--- src/rtl/ctrl_pkg.sv ---
// Shared definitions for the ctrl_seq instruction sequencer: opcode values,
// ALU operation codes, the one-hot FSM state encoding and the decode bundle
// passed from ctrl_dec to ctrl_seq.
package ctrl_pkg;

    localparam logic [6:0] OPC_LUI    = 7'b0110111;
    localparam logic [6:0] OPC_AUIPC  = 7'b0010111;
    localparam logic [6:0] OPC_JAL    = 7'b1101111;
    localparam logic [6:0] OPC_JALR   = 7'b1100111;
    localparam logic [6:0] OPC_BRANCH = 7'b1100011;
    localparam logic [6:0] OPC_LOAD   = 7'b0000011;
    localparam logic [6:0] OPC_STORE  = 7'b0100011;
    localparam logic [6:0] OPC_IMM    = 7'b0010011;
    localparam logic [6:0] OPC_OP     = 7'b0110011;

    localparam logic [3:0] ALU_ADD  = 4'd0;
    localparam logic [3:0] ALU_SUB  = 4'd1;
    localparam logic [3:0] ALU_SLL  = 4'd2;
    localparam logic [3:0] ALU_SLT  = 4'd3;
    localparam logic [3:0] ALU_SLTU = 4'd4;
    localparam logic [3:0] ALU_XOR  = 4'd5;
    localparam logic [3:0] ALU_SRL  = 4'd6;
    localparam logic [3:0] ALU_SRA  = 4'd7;
    localparam logic [3:0] ALU_OR   = 4'd8;
    localparam logic [3:0] ALU_AND  = 4'd9;

    typedef enum logic [5:0] {
        ST_FETCH  = 6'b000001,
        ST_DECODE = 6'b000010,
        ST_EXEC   = 6'b000100,
        ST_MEM    = 6'b001000,
        ST_WB     = 6'b010000,
        ST_HALT   = 6'b100000
    } state_t;

    // Static per-instruction controls; br is {beq, bne, blt, bge, bltu, bgeu}.
    typedef struct packed {
        logic       legal;
        logic       is_mem;
        logic       is_store;
        logic       reg_write;
        logic       mux1;
        logic       memtoreg;
        logic       lui;
        logic       u_type;
        logic       jal;
        logic       jalr;
        logic [5:0] br;
        logic [3:0] alu;
    } dec_t;

    // funct3 plus the alternate-op bit to ALU code; alt only matters for ADD/SUB and SRL/SRA.
    function automatic logic [3:0] alu_from_func(input logic [2:0] f, input logic alt);
        logic [3:0] r;
        case (f)
            3'b000:  r = alt ? ALU_SUB : ALU_ADD;
            3'b001:  r = ALU_SLL;
            3'b010:  r = ALU_SLT;
            3'b011:  r = ALU_SLTU;
            3'b100:  r = ALU_XOR;
            3'b101:  r = alt ? ALU_SRA : ALU_SRL;
            3'b110:  r = ALU_OR;
            default: r = ALU_AND;
        endcase
        return r;
    endfunction

endpackage

--- src/rtl/ctrl_dec.sv ---
// Combinational opcode/funct decode for ctrl_seq. Produces the static control
// bundle for the current instruction; legal=0 sends the sequencer to HALT.
module ctrl_dec
    import ctrl_pkg::*;
(
    input  logic [6:0] opcode,
    input  logic [2:0] func,
    input  logic       func1,
    output dec_t       dec
);

    // Classify the instruction and derive its datapath controls.
    always_comb begin
        dec     = '0;
        dec.alu = ALU_ADD;
        case (opcode)
            OPC_LUI: begin
                dec.legal     = 1'b1;
                dec.reg_write = 1'b1;
                dec.lui       = 1'b1;
                dec.u_type    = 1'b1;
            end
            OPC_AUIPC: begin
                dec.legal     = 1'b1;
                dec.reg_write = 1'b1;
                dec.u_type    = 1'b1;
            end
            OPC_JAL: begin
                dec.legal     = 1'b1;
                dec.reg_write = 1'b1;
                dec.jal       = 1'b1;
            end
            OPC_JALR: begin
                dec.legal     = 1'b1;
                dec.reg_write = 1'b1;
                dec.jalr      = 1'b1;
                dec.mux1      = 1'b1;
            end
            OPC_BRANCH: begin
                case (func)
                    3'b000: begin dec.br = 6'b100000; dec.alu = ALU_SUB;  end
                    3'b001: begin dec.br = 6'b010000; dec.alu = ALU_SUB;  end
                    3'b100: begin dec.br = 6'b001000; dec.alu = ALU_SLT;  end
                    3'b101: begin dec.br = 6'b000100; dec.alu = ALU_SLT;  end
                    3'b110: begin dec.br = 6'b000010; dec.alu = ALU_SLTU; end
                    3'b111: begin dec.br = 6'b000001; dec.alu = ALU_SLTU; end
                    default: dec.br = 6'b000000;
                endcase
                // funct3 010/011 has no branch meaning and is rejected.
                dec.legal = |dec.br;
            end
            OPC_LOAD: begin
                dec.legal     = 1'b1;
                dec.is_mem    = 1'b1;
                dec.reg_write = 1'b1;
                dec.mux1      = 1'b1;
                dec.memtoreg  = 1'b1;
            end
            OPC_STORE: begin
                dec.legal    = 1'b1;
                dec.is_mem   = 1'b1;
                dec.is_store = 1'b1;
                dec.mux1     = 1'b1;
            end
            OPC_IMM: begin
                dec.legal     = 1'b1;
                dec.reg_write = 1'b1;
                dec.mux1      = 1'b1;
                // Immediate forms have no SUB; bit 30 only selects SRAI.
                dec.alu       = alu_from_func(func, (func == 3'b101) && func1);
            end
            OPC_OP: begin
                dec.legal     = 1'b1;
                dec.reg_write = 1'b1;
                dec.alu       = alu_from_func(func, func1);
            end
            default: dec = '0;
        endcase
    end

endmodule

--- src/rtl/ctrl_seq.sv ---
// Multi-cycle instruction sequencer: FETCH -> DECODE -> EXEC -> (MEM) -> WB.
// Outputs are decoded from the registered state plus the held instruction
// fields; only ir_en looks at imem_ready combinationally.
// Optional build macro: CTRL_PERF_CNT_EN adds the instret retire counter.
//
//   state  | meaning
//   FETCH  | wait for imem_ready, latch instruction (ir_en)
//   DECODE | classify opcode; illegal goes to HALT
//   EXEC   | ALU cycle, branch strobes valid
//   MEM    | hold dmem_req until dmem_ready
//   WB     | retire: pc_en, reg_write
//   HALT   | illegal instruction seen; left only by reset
module ctrl_seq
    import ctrl_pkg::*;
(
    input  logic        clk,
    input  logic        reset,
    input  logic [6:0]  opcode,
    input  logic [2:0]  func,
    input  logic        func1,
    input  logic        imem_ready,
    input  logic        dmem_ready,
    output logic        ir_en,
    output logic        pc_en,
    output logic        mux1,
    output logic        memtoreg,
    output logic        reg_write,
    output logic        lui,
    output logic        U_type,
    output logic        beq,
    output logic        bne,
    output logic        blt,
    output logic        bge,
    output logic        bltu,
    output logic        bgeu,
    output logic        jal,
    output logic        jalr,
    output logic [3:0]  alu_order,
    output logic        dmem_req,
    output logic        dmem_we,
    output logic        illegal
`ifdef CTRL_PERF_CNT_EN
    ,
    output logic [31:0] instret
`endif
);

    state_t state;
    state_t state_nxt;
    dec_t   dec;
    logic   in_instr;
    logic   br_phase;

    ctrl_dec u_dec (
        .opcode (opcode),
        .func   (func),
        .func1  (func1),
        .dec    (dec)
    );

    assign in_instr = (state == ST_DECODE) || (state == ST_EXEC) ||
                      (state == ST_MEM)    || (state == ST_WB);
    assign br_phase = (state == ST_EXEC) || (state == ST_WB);

    // State register; reset returns to FETCH so fetching resumes right after release.
    always_ff @(posedge clk) begin
        if (reset) state <= ST_FETCH;
        else       state <= state_nxt;
    end

    // Next state and state-decoded controls; every output is held low during reset.
    always_comb begin
        state_nxt = state;
        ir_en     = 1'b0;
        pc_en     = 1'b0;
        mux1      = 1'b0;
        memtoreg  = 1'b0;
        reg_write = 1'b0;
        lui       = 1'b0;
        U_type    = 1'b0;
        jal       = 1'b0;
        jalr      = 1'b0;
        alu_order = ALU_ADD;
        dmem_req  = 1'b0;
        dmem_we   = 1'b0;
        illegal   = 1'b0;
        {beq, bne, blt, bge, bltu, bgeu} = 6'b000000;
        if (!reset) begin
            case (state)
                ST_FETCH: begin
                    if (imem_ready) begin
                        ir_en     = 1'b1;
                        state_nxt = ST_DECODE;
                    end
                end
                ST_DECODE: state_nxt = dec.legal ? ST_EXEC : ST_HALT;
                ST_EXEC:   state_nxt = dec.is_mem ? ST_MEM : ST_WB;
                ST_MEM: begin
                    dmem_req = 1'b1;
                    dmem_we  = dec.is_store;
                    if (dmem_ready) state_nxt = ST_WB;
                end
                ST_WB: begin
                    pc_en     = 1'b1;
                    reg_write = dec.reg_write;
                    state_nxt = ST_FETCH;
                end
                ST_HALT:   illegal   = 1'b1;
                default:   state_nxt = ST_FETCH;
            endcase
            if (in_instr) begin
                mux1      = dec.mux1;
                memtoreg  = dec.memtoreg;
                alu_order = dec.alu;
                lui       = dec.lui;
                U_type    = dec.u_type;
                jal       = dec.jal;
                jalr      = dec.jalr;
            end
            if (br_phase) {beq, bne, blt, bge, bltu, bgeu} = dec.br;
        end
    end

`ifdef CTRL_PERF_CNT_EN
    logic [31:0] instret_q;

    // Retired-instruction counter; wraps naturally at 32 bits.
    always_ff @(posedge clk) begin
        if (reset)      instret_q <= '0;
        else if (pc_en) instret_q <= instret_q + 32'd1;
    end

    assign instret = reset ? 32'd0 : instret_q;
`endif

endmodule

--- config.mk ---
export PLATFORM = sky130hd
export DESIGN_NAME = ctrl_seq
export DESIGN_NICKNAME = d
export VERILOG_FILES = /design/src/rtl/ctrl_pkg.sv /design/src/rtl/ctrl_dec.sv /design/src/rtl/ctrl_seq.sv
export SDC_FILE = /design/constraint.sdc
export NUM_CORES = 1
export LEC_CHECK = 0
export CAP_MARGIN = 5
export CORE_ASPECT_RATIO = 0.9
export CORE_UTILIZATION = 45
export CTS_CLUSTER_SIZE = 14
export DETAILED_ROUTE_END_ITERATION = 12
export PLACE_DENSITY_LB_ADDON = 0.2
export SYNTH_ARGS = -nofsm -noshare
export SYNTH_HDL_FRONTEND = slang
export SYNTH_HIERARCHICAL = 1
export SYNTH_SLANG_ARGS = --single-unit
--- constraint.sdc ---
create_clock -name clk -period 3.8 [get_ports clk]
set_clock_uncertainty 0.1 [all_clocks]
set_input_delay 1.14 -clock clk [delete_from_list [all_inputs] [get_ports clk]]
set_output_delay 1.14 -clock clk [all_outputs]
set_load 0.005 [all_outputs]
==> Word level (Yosys, flattened, before mapping) <==
Cells that the tools add are included.
{ "totals": {"register_bits": 6, "out_inout_bits": 22, "in_bits": 15, "elab_cells": 107} }
{ "op_classes": {"muxes": 65, "eq_ne": 24, "bitwise": 1, "n_reduce_logical": 16} }
{ "op_table": {"columns": ["operator", "n"], "rows": [
  ["4-bit case mux with 7 select lines", 2],
  ["1-bit 2-to-1 mux", 50],
  ["6-bit case mux with 6 select lines", 1],
  ["6-bit 2-to-1 mux", 5],
  ["6-bit case mux with 5 select lines", 1],
  ["7-bit by 6-bit equality test with 1-bit output (second input constant)", 3],
  ["7-bit equality test (second input constant)", 3],
  ["7-bit by 5-bit equality test with 1-bit output (second input constant)", 2],
  ["3-bit equality test (second input constant)", 4],
  ["4-bit case mux with 3 select lines", 1],
  ["2-bit OR reduction", 5],
  ["3-bit case mux with 3 select lines", 1],
  ["4-bit 2-to-1 mux", 2],
  ["8-bit OR reduction", 1],
  ["7-bit by 2-bit equality test with 1-bit output (second input constant)", 1],
  ["7-bit OR reduction", 1],
  ["3-bit by 2-bit equality test with 1-bit output (second input constant)", 2],
  ["6-bit by 1-bit equality test with 1-bit output (second input constant)", 1],
  ["6-bit by 2-bit equality test with 1-bit output (second input constant)", 1],
  ["6-bit by 3-bit equality test with 1-bit output (second input constant)", 1],
  ["6-bit by 4-bit equality test with 1-bit output (second input constant)", 1],
  ["6-bit by 5-bit equality test with 1-bit output (second input constant)", 1],
  ["6-bit equality test (second input constant)", 1],
  ["6-bit OR reduction", 1],
  ["10 further kinds", 14]
]} }

==> Longest topological paths before layout <==
Gate-level depths: netlist of run 1.
{ "logic_depth": {"word_depth": 7, "ltp_mapped": 7, "depth_no_buf": 6} }

==> Cells and area by module <==
Netlist of run 1, hierarchy kept.
{ "by_module_without_submodules": {"columns": ["module", "seq_area_each_um2", "cells_each", "area_each_um2", "n_inst"], "rows": [
  ["ctrl_seq", 120.1, 73, 625.6, 1],
  ["ctrl_dec", 0.0, 49, 404.1, 1]
]} }

==> Worst setup path before layout of run 1 <==
Ideal clock, no wire load.
{ "synth_timing": {"kind": "in2out", "startpoint": "in opcode[3]", "endpoint": "out bge", "n_path_buf": 1, "cell_stages": 5, "arrival_ps": 2070, "path_slack_ps": 490, "required_time_ps": 2560, "path_cell_list": "nor4bb_2 -> buf_6 -> nand2_8 -> nor4b_4 -> and2_1"} }
{ "synth_lines": {"columns": ["element", "line", "text"], "rows": [
  ["from (decl)", "ctrl_seq.sv:18", "input logic [6:0] opcode,"],
  ["to (decl)", "ctrl_seq.sv:33", "output logic bge,"]
]} }

==> metrics.cfg, run 1 <==
[synth]
avgSynthCellArea_um2 = 8.44
synth_warnings = 6
synth-edff-count = 0
synth.distinct_cells = 54
yosysSeqAreaShare_pct = 11.7
ys_ff_latch = 6
async_flop_share_pct = 0
ys.flop_type = dfxtp_1
syn_inst = 122
synth_area_um2 = 1030
synthesis.nets = 137

[worst_hold_path]
hp-class = reg -> reg

[placement]
port_buffers = 36
place.gp.congestion = 0.845
dp_hpwl_mm = 2.10
dp.cells = 199
pre_cts_ws_ns = -0.612
placed_cell_area_um2 = 1520

[setup_path]
cp-start-kind = primary input
crit_type = in -> out
slowest_delay_ns = 0.44
path_buf_inv = 3
path_cells = clkdlybuf4s50_1 -> buf_4 -> a211oi_1 -> o32ai_2 -> and2_1 -> dlygate4sd2_1
crit_family = buffers and inverters
required_ns = 2.56
critPathMaxFanout = 10
critPathSlowestCell = clkdlybuf4s50_1
worstPathArrival_ns = 2.56
cp-end-kind = primary output

[die]
start_util_pct = 47.6
coreArea_um2 = 2160
die_w_um = 52.4
ios = 37
fp.dieH_um = 47.4
rows = 16
dieArea_um2 = 2480

[global_route]
grt_max_degree = 11
grt_pass1_vias = 1051
antenna_found_initial = 0
grt_use_total_pct = 25.2
grt_pass1_wl_mm = 4.56
grt_overflow = 0

[layout]
largestRegisters = state (6)
postLayoutCellArea_um2 = 1670
syn2layout_area_growth_pct = 62.3
seq_area_um2 = 120
final_layout_size_suffix_gt1_share_pct = 42.3
finalNonFillerCells = 216
regMostFlops = state
largest_register_ffs = 6
multi_input_area_um2 = 883
antennaDiodeCount = 0
final_nets = 206
num-fill-cells = 159
fin_util_pct = 77.3

[power]
p_total_mw = 0.297
cellLeakagePower_nw = 0.751
combPwrFrac_pct = 48.5
vdd_ir_drop_max_uv = 166
netSwitchingPower_mw = 0.121
p_int_mw = 0.176
power.density_nw_per_um2 = 178
power_frac_seq_pct = 30.1
p_sw_share_pct = 40.7
clock_power_share_pct = 21.4

[routing]
wire_per_inst_um = 14.2
dr.pass1.iters = 4
wl_mm = 3.06
viasPerCell = 5.54
vias = 1197
dr.first_iter.drc_count = 14
drc_errors = 0
drtAntennaViolNets = 0

[run_status]
outcome = complete, no violations

[timing]
period_share_pct = 99.9
worstMarginPinSlew_ns = 0.619
rsz0062_at_grt = true
worst_slack_ns = 0.00314
tns_ns = 0
slew_headroom_pct = 58.7
whs_ns = 0.536
fin_crit_ns = 3.80
max_freq_mhz = 263
setup_viol = 0
finalHoldViolCount = 0
slew_violations = 0

[clocking]
cts.sinks = 6
cts_tree = done
path_clk_slew_ns = 0.05
cts-root-buf = clkbuf_4
clock_latency_ns = 0.26
clk_path_buf_depth = 2
cts_buffers = 3
h-tree-depth = 1

[run]
maxCapViolations = 0

==> final timing paths <==
path,cells past startpoint,from,slack [ns],end
worst min register to register,2,state[0],0.54,state[1]
worst max register to register,4,state[3],2.28,state[3]
worst min-delay path,2,state[0],0.54,state[1]
worst max-delay path,6,func[2],0.003,alu_order[0]
==> layout make-up <==
class	instances	area share, %
Clock buffer	3	1.35
Inverter	4	0.898
Multi-Input combinational cell	104	52.8
Sequential cell	6	7.19
Tap cell	27	2.02
Timing Repair Buffer	72	35.7
==> cells in the final DEF (no fill, tap or decap), types with 3 or more instances in the layout <==
cell / netlist / layout
a21oi_1: 3 / 3
a31oi_1: 3 / 3
and2_1: 19 / 19
buf_2: 1 / 4
buf_4: 2 / 33
buf_6: 2 / 5
clkbuf_4: 0 / 3
clkdlybuf4s50_1: 0 / 9
dfxtp_1: 6 / 6
dlygate4sd2_1: 0 / 17
nand2_1: 5 / 5
nand3b_1: 3 / 3
nand4b_1: 4 / 4
nor2_1: 8 / 8
nor2_4: 3 / 3
nor2b_1: 3 / 3
nor3_1: 8 / 6
==> power by group through the flow <==
| stage | clock (mW) | combinational (mW) | sequential, mW |
|---|---|---|---|
| after global routing | 0.0677 | 0.157 | 0.0910 |
| after floorplan | 0 | 0.0922 | 0.0807 |
| after detailed placement | 0 | 0.131 | 0.0901 |
| after CTS | 0.0644 | 0.141 | 0.0892 |
| final | 0.0638 | 0.144 | 0.0895 |
| after global placement | 0 | 0.127 | 0.0891 |
==> synthesized netlist by cell type, drive strengths merged (3+ instances only) <==
cell	instances	share of area, %
and2	20	12
nor2	11	6.2
nor3	9	4.9
nand2	8	5.5
dfxtp	6	12
buf	5	4.1
nand4b	5	4.9
a21oi	4	3.0
inv	4	1.5
a31oi	3	1.8
clkbuf	3	3.0
nand3	3	1.5
nand3b	3	2.2
nor2b	3	1.8
nor4	3	3.3
nor4b	3	5.5
o211ai	3	3.2
o21ai	3	1.8
==> worst reg2reg max path: stages, from the launching register on <==
cell and delay, ns:
dfxtp_1 0.71, nor2_4 0.13, o211ai_2 0.13, o21ai_2 0.11, o211a_1 0.24
==> cells by family after synthesis <==
| group | after synthesis | synth area share [%] |
|---|---|---|
| AND/OR/NAND/NOR | 79 | 58.3 |
| AO/OA/AOI/OAI | 22 | 18.1 |
| buffers and inverters | 12 | 8.63 |
| flip-flops | 6 | 11.7 |
| XOR/XNOR | 3 | 3.28 |
==> metal layers <==
| layer | part of all wire, % | routed length, um | global-route usage [%] |
|---|---|---|---|
| met2 | 49 | 1500 | 44.1 |
| met5 | 0 | 0 | 0 |
| met1 | 45 | 1370 | 30.4 |
| met3 | 5.4 | 164 | 6.80 |
| met4 | 1.0 | 31 | 7.89 |
==> timing repair <==
item | CTS | global route
setup endpoints to repair | 19 | 8
pin swaps | 11 | 5
gates resized for setup | 66 | 6
gates cloned | 1 | 0
setup buffers | 11 | 3
hold buffers | 0 | 0
(Power assumes the default switching activity.)
==> run 2: changes to the inputs <==
--- a/config.mk
+++ b/config.mk
@@ -8,4 +8,5 @@
 export CAP_MARGIN = 5
 export CORE_ASPECT_RATIO = 0.9
+export CORE_MARGIN = 2
 export CORE_UTILIZATION = 45
 export CTS_CLUSTER_SIZE = 14
==> constraint.sdc (replaced) <==
create_clock -name clk -period 3.8 [get_ports clk]
set_clock_uncertainty 0.1 [all_clocks]
set_input_delay 1.14 -clock clk [delete_from_list [all_inputs] [get_ports clk]]
set_output_delay 1.14 -clock clk [all_outputs]
set_load 0.01 [all_outputs]
==> metrics.cfg, run 2 (synthesis gave the netlist of run 1 again) <==
[die]
die_w_um = 54.4  ; +3.8%
coreArea_um2 = 2160  ; unchanged
rows = 16  ; unchanged
ios = 37  ; unchanged
fp.dieH_um = 49.4  ; +4.2%
start_util_pct = 47.6  ; unchanged
dieArea_um2 = 2690  ; +8.2%

[run_status]
outcome = complete, no violations

[routing]
drc_errors = 0  ; unchanged
wire_per_inst_um = 16.1  ; +13%
wl_mm = 3.40  ; +11%
vias = 1209  ; +1.0%
viasPerCell = 5.70  ; +2.9%
dr.pass1.iters = 4  ; unchanged
drtAntennaViolNets = 0  ; unchanged
dr.first_iter.drc_count = 47  ; +33

[worst_hold_path]
hp-class = reg -> reg

[timing]
worst_slack_ns = 0.0478  ; +0.0446 ns
fin_crit_ns = 3.75  ; -0.0446 ns
worstMarginPinSlew_ns = 0.562  ; -0.0573 ns
finalHoldViolCount = 0  ; unchanged
max_freq_mhz = 267  ; +1.2%
slew_violations = 0  ; unchanged
period_share_pct = 98.7  ; -1.2 points
slew_headroom_pct = 62.5  ; +3.8 points
setup_viol = 0  ; unchanged

[clocking]
path_clk_slew_ns = 0.05  ; about the same
cts_buffers = 3  ; unchanged
h-tree-depth = 1  ; unchanged
cts-root-buf = clkbuf_4
cts_tree = done
holdBufCountCts = 0  ; unchanged
cts.sinks = 6  ; unchanged
clk_path_buf_depth = 2  ; unchanged
clock_latency_ns = 0.26  ; about the same

[global_route]
grt_overflow = 0  ; unchanged
grt_max_degree = 11  ; unchanged
grt_pass1_wl_mm = 5.47  ; +20%
grt_pass1_vias = 1221  ; +16%
antenna_found_initial = 0  ; unchanged
grt_use_total_pct = 27.6  ; +2.4 points

[layout]
final_layout_size_suffix_gt1_share_pct = 44.3  ; +2.0 points
layout_common_cells = buf_4 (29), and2_1 (19), nor2_1 (8)
syn2layout_area_growth_pct = 59.9
final_nets = 202  ; -1.9%
regMostFlops = state
largest_register_ffs = 6  ; unchanged
largestRegisters = state (6)
antennaDiodeCount = 0  ; unchanged
final_common_cell = buf_4

[setup_path]
cp-start-kind = primary input
critPathSlowestCell = nor4bb_4
worstPathArrival_ns = 2.51  ; -0.05 ns
cp-end-kind = primary output
path_cells = buf_4 -> nor4bb_4 -> buf_2 -> buf_6 -> buf_4 -> buf_4 -> and3_4 -> and2_1 -> clkbuf_2
crit_top_cell = buf_4
critPathMaxFanout = 3  ; -7
slowest_delay_ns = 0.33  ; -0.11 ns
required_ns = 2.56  ; about the same
crit_type = in -> out

[placement]
port_buffers = 36  ; unchanged
dp_hpwl_mm = 2.26  ; +7.5%
place.gp.congestion = 0.835  ; -1.2%
pre_cts_ws_ns = -0.651  ; -0.0387 ns

[power]
p_total_mw = 0.300  ; +0.89%
vdd_ir_drop_max_uv = 183  ; +9.9%
cellLeakagePower_nw = 0.766  ; +2.0%
power.density_nw_per_um2 = 182  ; +2.4%

[run]
maxCapViolations = 0  ; unchanged

## run 2: cell types whose count changed in the layout (fill, tap and decap cells not counted)
| cell | delta |
|---|---|
| buf_12 | +1 |
| buf_2 | +3 |
| buf_4 | -4 |
| buf_6 | -2 |
| clkdlybuf4s15_1 | +1 |
| clkdlybuf4s15_2 | +5 |
| clkdlybuf4s50_1 | -2 |
| dlygate4sd2_1 | -10 |
| dlymetal6s2s_1 | +4 |
| nand3_1 | +1 |
| nand3_2 | -1 |
| o32ai_2 | +1 |
| o32ai_4 | -1 |
## run 2: what timing repair did
item | 4_1_cts | 5_1_grt
resized for setup | 69 | 16
endpoints found under the setup margin | 19 | 19
buffers inserted | 8 | 3
pin swaps | 5 | 7
cloned | 1 | 0
## run 2: through the flow
stage / hold slack, ns / utilization, % / setup TNS, ns / instance area [um2] / cells
5_1_grt: 0.577 / 76.2 / -0.0203 / 1650 / 212
3_5_place_dp: 0.522 / 70.1 / -9.30 / 1520 / 199
2_1_floorplan: 0.464 / - / 0 / 1030 / 122
3_3_place_gp: 0.507 / 70.1 / -8.69 / 1520 / 199
4_1_cts: 0.532 / 75.4 / -0.0718 / 1630 / 211
6_report: 0.529 / 76.2 / 0 / 1650 / 212
## run 2: worst max-delay path, delay by kind of cell
kind | cells | cell delay (ns)
buffers and inverters | 6 | 0.74
AND/OR/NAND/NOR | 3 | 0.61
## run 2: cell type report
class	count	area [um2]
Timing Repair Buffer	68	588
Fill cell	162	515
Multi-Input combinational cell	104	867
Inverter	4	15.0
Sequential cell	6	120
Clock buffer	3	22.5
Tap cell	27	33.8
## run 2: path summary, 6_finish.rpt
path	start	to	slack, ns	depth (start not counted)
setup / recovery	opcode[2]	dmem_we	0.05	9
hold / removal	state[0]	state[1]	0.53	2
setup reg to reg	state[3]	state[0]	2.26	4
hold reg to reg	state[0]	state[1]	0.53	2
## run 2: layer usage
layer | GRT usage, % | wire [um] | vias up
li1 | - | - | 575
met1 | 32.5 | 1370 | 570
met2 | 44.8 | 1740 | 52
met3 | 7.06 | 197 | 12
met4 | 13.3 | 98 | 0
met5 | 0 | 0 | -
## run 2: power by group
part / leakage [nW] / switching [mW] / internal (mW)
clock: 0.0138 / 0.0286 / 0.0361
combinational: 0.703 / 0.0774 / 0.0691
sequential: 0.0490 / 0.0191 / 0.0697
==> run 3: changes to the inputs <==
clock period = 3.5 ns   (was 3.8 ns; I/O delays follow)
==> metrics.cfg, run 3 (synthesis gave the netlist of run 1 again) <==
[run_status]
outcome = complete, no violations

[clocking]
cts_tree = done
cts_buffers = 3  ; unchanged
clock_latency_ns = 0.27  ; about the same
cts.sinks = 6  ; unchanged
clk_path_buf_depth = 2  ; unchanged
holdBufCountCts = 0  ; unchanged
h-tree-depth = 1  ; unchanged
cts-root-buf = clkbuf_4
path_clk_slew_ns = 0.05  ; about the same

[layout]
largest_register_ffs = 6  ; unchanged
largestRegisters = state (6)
final_nets = 205  ; +1.5%
antennaDiodeCount = 0  ; unchanged
layout_common_cells = buf_4 (27), and2_1 (19), dlygate4sd2_1 (9)
num-fill-cells = 165  ; +1.9%
finalNonFillerCells = 215  ; +1.4%
syn2layout_area_growth_pct = 60.1
final_common_cell = buf_4
fin_util_pct = 76.3  ; +0.12 points
final_layout_size_suffix_gt1_share_pct = 47.3  ; +3.0 points
regMostFlops = state

[setup_path]
cp-start-kind = primary input
slowest_delay_ns = 0.29  ; -0.04 ns
cp-end-kind = primary output
crit_family = buffers and inverters
crit_top_cell = buf_6
path_buf_inv = 5  ; -1
worstPathArrival_ns = 2.35  ; -0.16 ns
critPathMaxFanout = 4  ; +1
required_ns = 2.35  ; -0.21 ns
path_cells = buf_8 -> nor4bb_4 -> buf_6 -> buf_6 -> buf_6 -> nand4b_1 -> a31oi_1 -> and2_1 -> buf_2
crit_type = in -> out
critPathSlowestCell = nor4bb_4

[worst_hold_path]
hp-class = reg -> reg

[routing]
drc_errors = 0  ; unchanged
wl_mm = 3.29  ; -3.4%
dr.pass1.iters = 4  ; unchanged
wire_per_inst_um = 15.3  ; -4.7%
viasPerCell = 5.55  ; -2.7%
vias = 1193  ; -1.3%
drtAntennaViolNets = 0  ; unchanged
dr.first_iter.drc_count = 28  ; -40%

[timing]
period_share_pct = 100
rsz0062_at_grt = true
finalHoldViolCount = 0  ; unchanged
worst_slack_ns = 0.00175  ; -0.0460 ns
slew_headroom_pct = 60.6  ; -1.9 points
setup_viol = 0  ; unchanged
whs_ns = 0.522  ; -0.00773 ns
slew_violations = 0  ; unchanged
worstMarginPinSlew_ns = 0.591  ; +0.0290 ns
fin_crit_ns = 3.50
max_freq_mhz = 286

[run]
maxCapViolations = 0  ; unchanged

[die]
dieArea_um2 = 2690  ; unchanged
rows = 16  ; unchanged
fp.dieH_um = 49.4  ; unchanged
coreArea_um2 = 2160  ; unchanged
die_w_um = 54.4  ; unchanged
ios = 37  ; unchanged
start_util_pct = 47.6  ; unchanged

[global_route]
grt_pass1_vias = 1189  ; -2.6%
antenna_found_initial = 0  ; unchanged
grt_max_degree = 11  ; unchanged
grt_pass1_wl_mm = 5.37  ; -1.9%
grt_overflow = 0  ; unchanged
grt_use_total_pct = 26.7  ; -0.88 points

[power]
power.density_nw_per_um2 = 201  ; +10%
cellLeakagePower_nw = 0.764  ; -0.21%
vdd_ir_drop_max_uv = 195  ; +6.6%

[placement]
dp_hpwl_mm = 2.19  ; -3.1%
place.gp.congestion = 0.818  ; -2.1%
pre_cts_ws_ns = -0.836  ; -0.185 ns
port_buffers = 36  ; unchanged
dp.cells = 201  ; +1.0%

run 3: cell types whose count changed in the layout (fill, tap and decap cells not counted), moves of 2 or more:
| cell | before | now |
|---|---|---|
| buf_4 | 29 | 27 |
| dlygate4sd2_1 | 7 | 9 |
| dlymetal6s2s_1 | 5 | 3 |
| clkdlybuf4s15_2 | 6 | 1 |
| buf_6 | 3 | 8 |
| clkdlybuf4s50_1 | 7 | 3 |
| clkbuf_2 | 2 | 7 |
run 3: worst paths after layout:
kind	from	end	slack, ns	cells after the start
min reg2reg	state[0]	state[1]	0.52	2
max	opcode[3]	alu_order[2]	0.002	9
min	state[0]	state[1]	0.52	2
max reg2reg	state[3]	state[0]	2.01	4
run 3: worst register-to-register path, stage by stage (launching register included):
cell and delay, ns:
dfxtp_1 0.69, nor2_1 0.14, a221oi_1 0.29, nor3_1 0.07
o21ai_1 0.12
run 3: routing by layer:
layer  routed length, um  vias to the layer above  global-route usage, %
li1                    -                      582                      -
met1                1290                      544                   31.9
met2                1740                       60                   45.4
met3                 216                        7                   7.36
met4                  45                        0                   7.08
met5                   0                        -                      0
run 3: stage by stage:
step / instance area, um2 / power (mW) / setup TNS (ns)
6_report: 1650 / 0.331 / 0
3_3_place_gp: 1530 / 0.236 / -11.06
5_1_grt: 1650 / 0.353 / -0.151
2_1_floorplan: 1030 / 0.189 / 0
3_5_place_dp: 1530 / 0.241 / -12.08
4_1_cts: 1630 / 0.321 / 0
run 3: area by class of cell:
type,count,area (um2),area share [%]
clock buffers,3,22.5,1.37
inverters,4,15.0,0.910
multi-input cells,105,877,53.2
repair buffers,70,581,35.2
flip-flops and latches,6,120,7.28
well taps,27,33.8,2.05
run 3: timing repair:
action / CTS / global route
pin swaps: 8 / 8
endpoints found under the setup margin: 22 / 17
buffers inserted: 8 / 2
resized for setup: 84 / 20
cloned: 0 / 2
run 3: where the power goes:
| group | total (mW) | internal, mW | switching (mW) |
|---|---|---|---|
| clock | 0.0740 | 0.0394 | 0.0346 |
| combinational | 0.160 | 0.0770 | 0.0830 |
| sequential | 0.0968 | 0.0756 | 0.0212 |
| total | 0.331 | 0.192 | 0.139 |
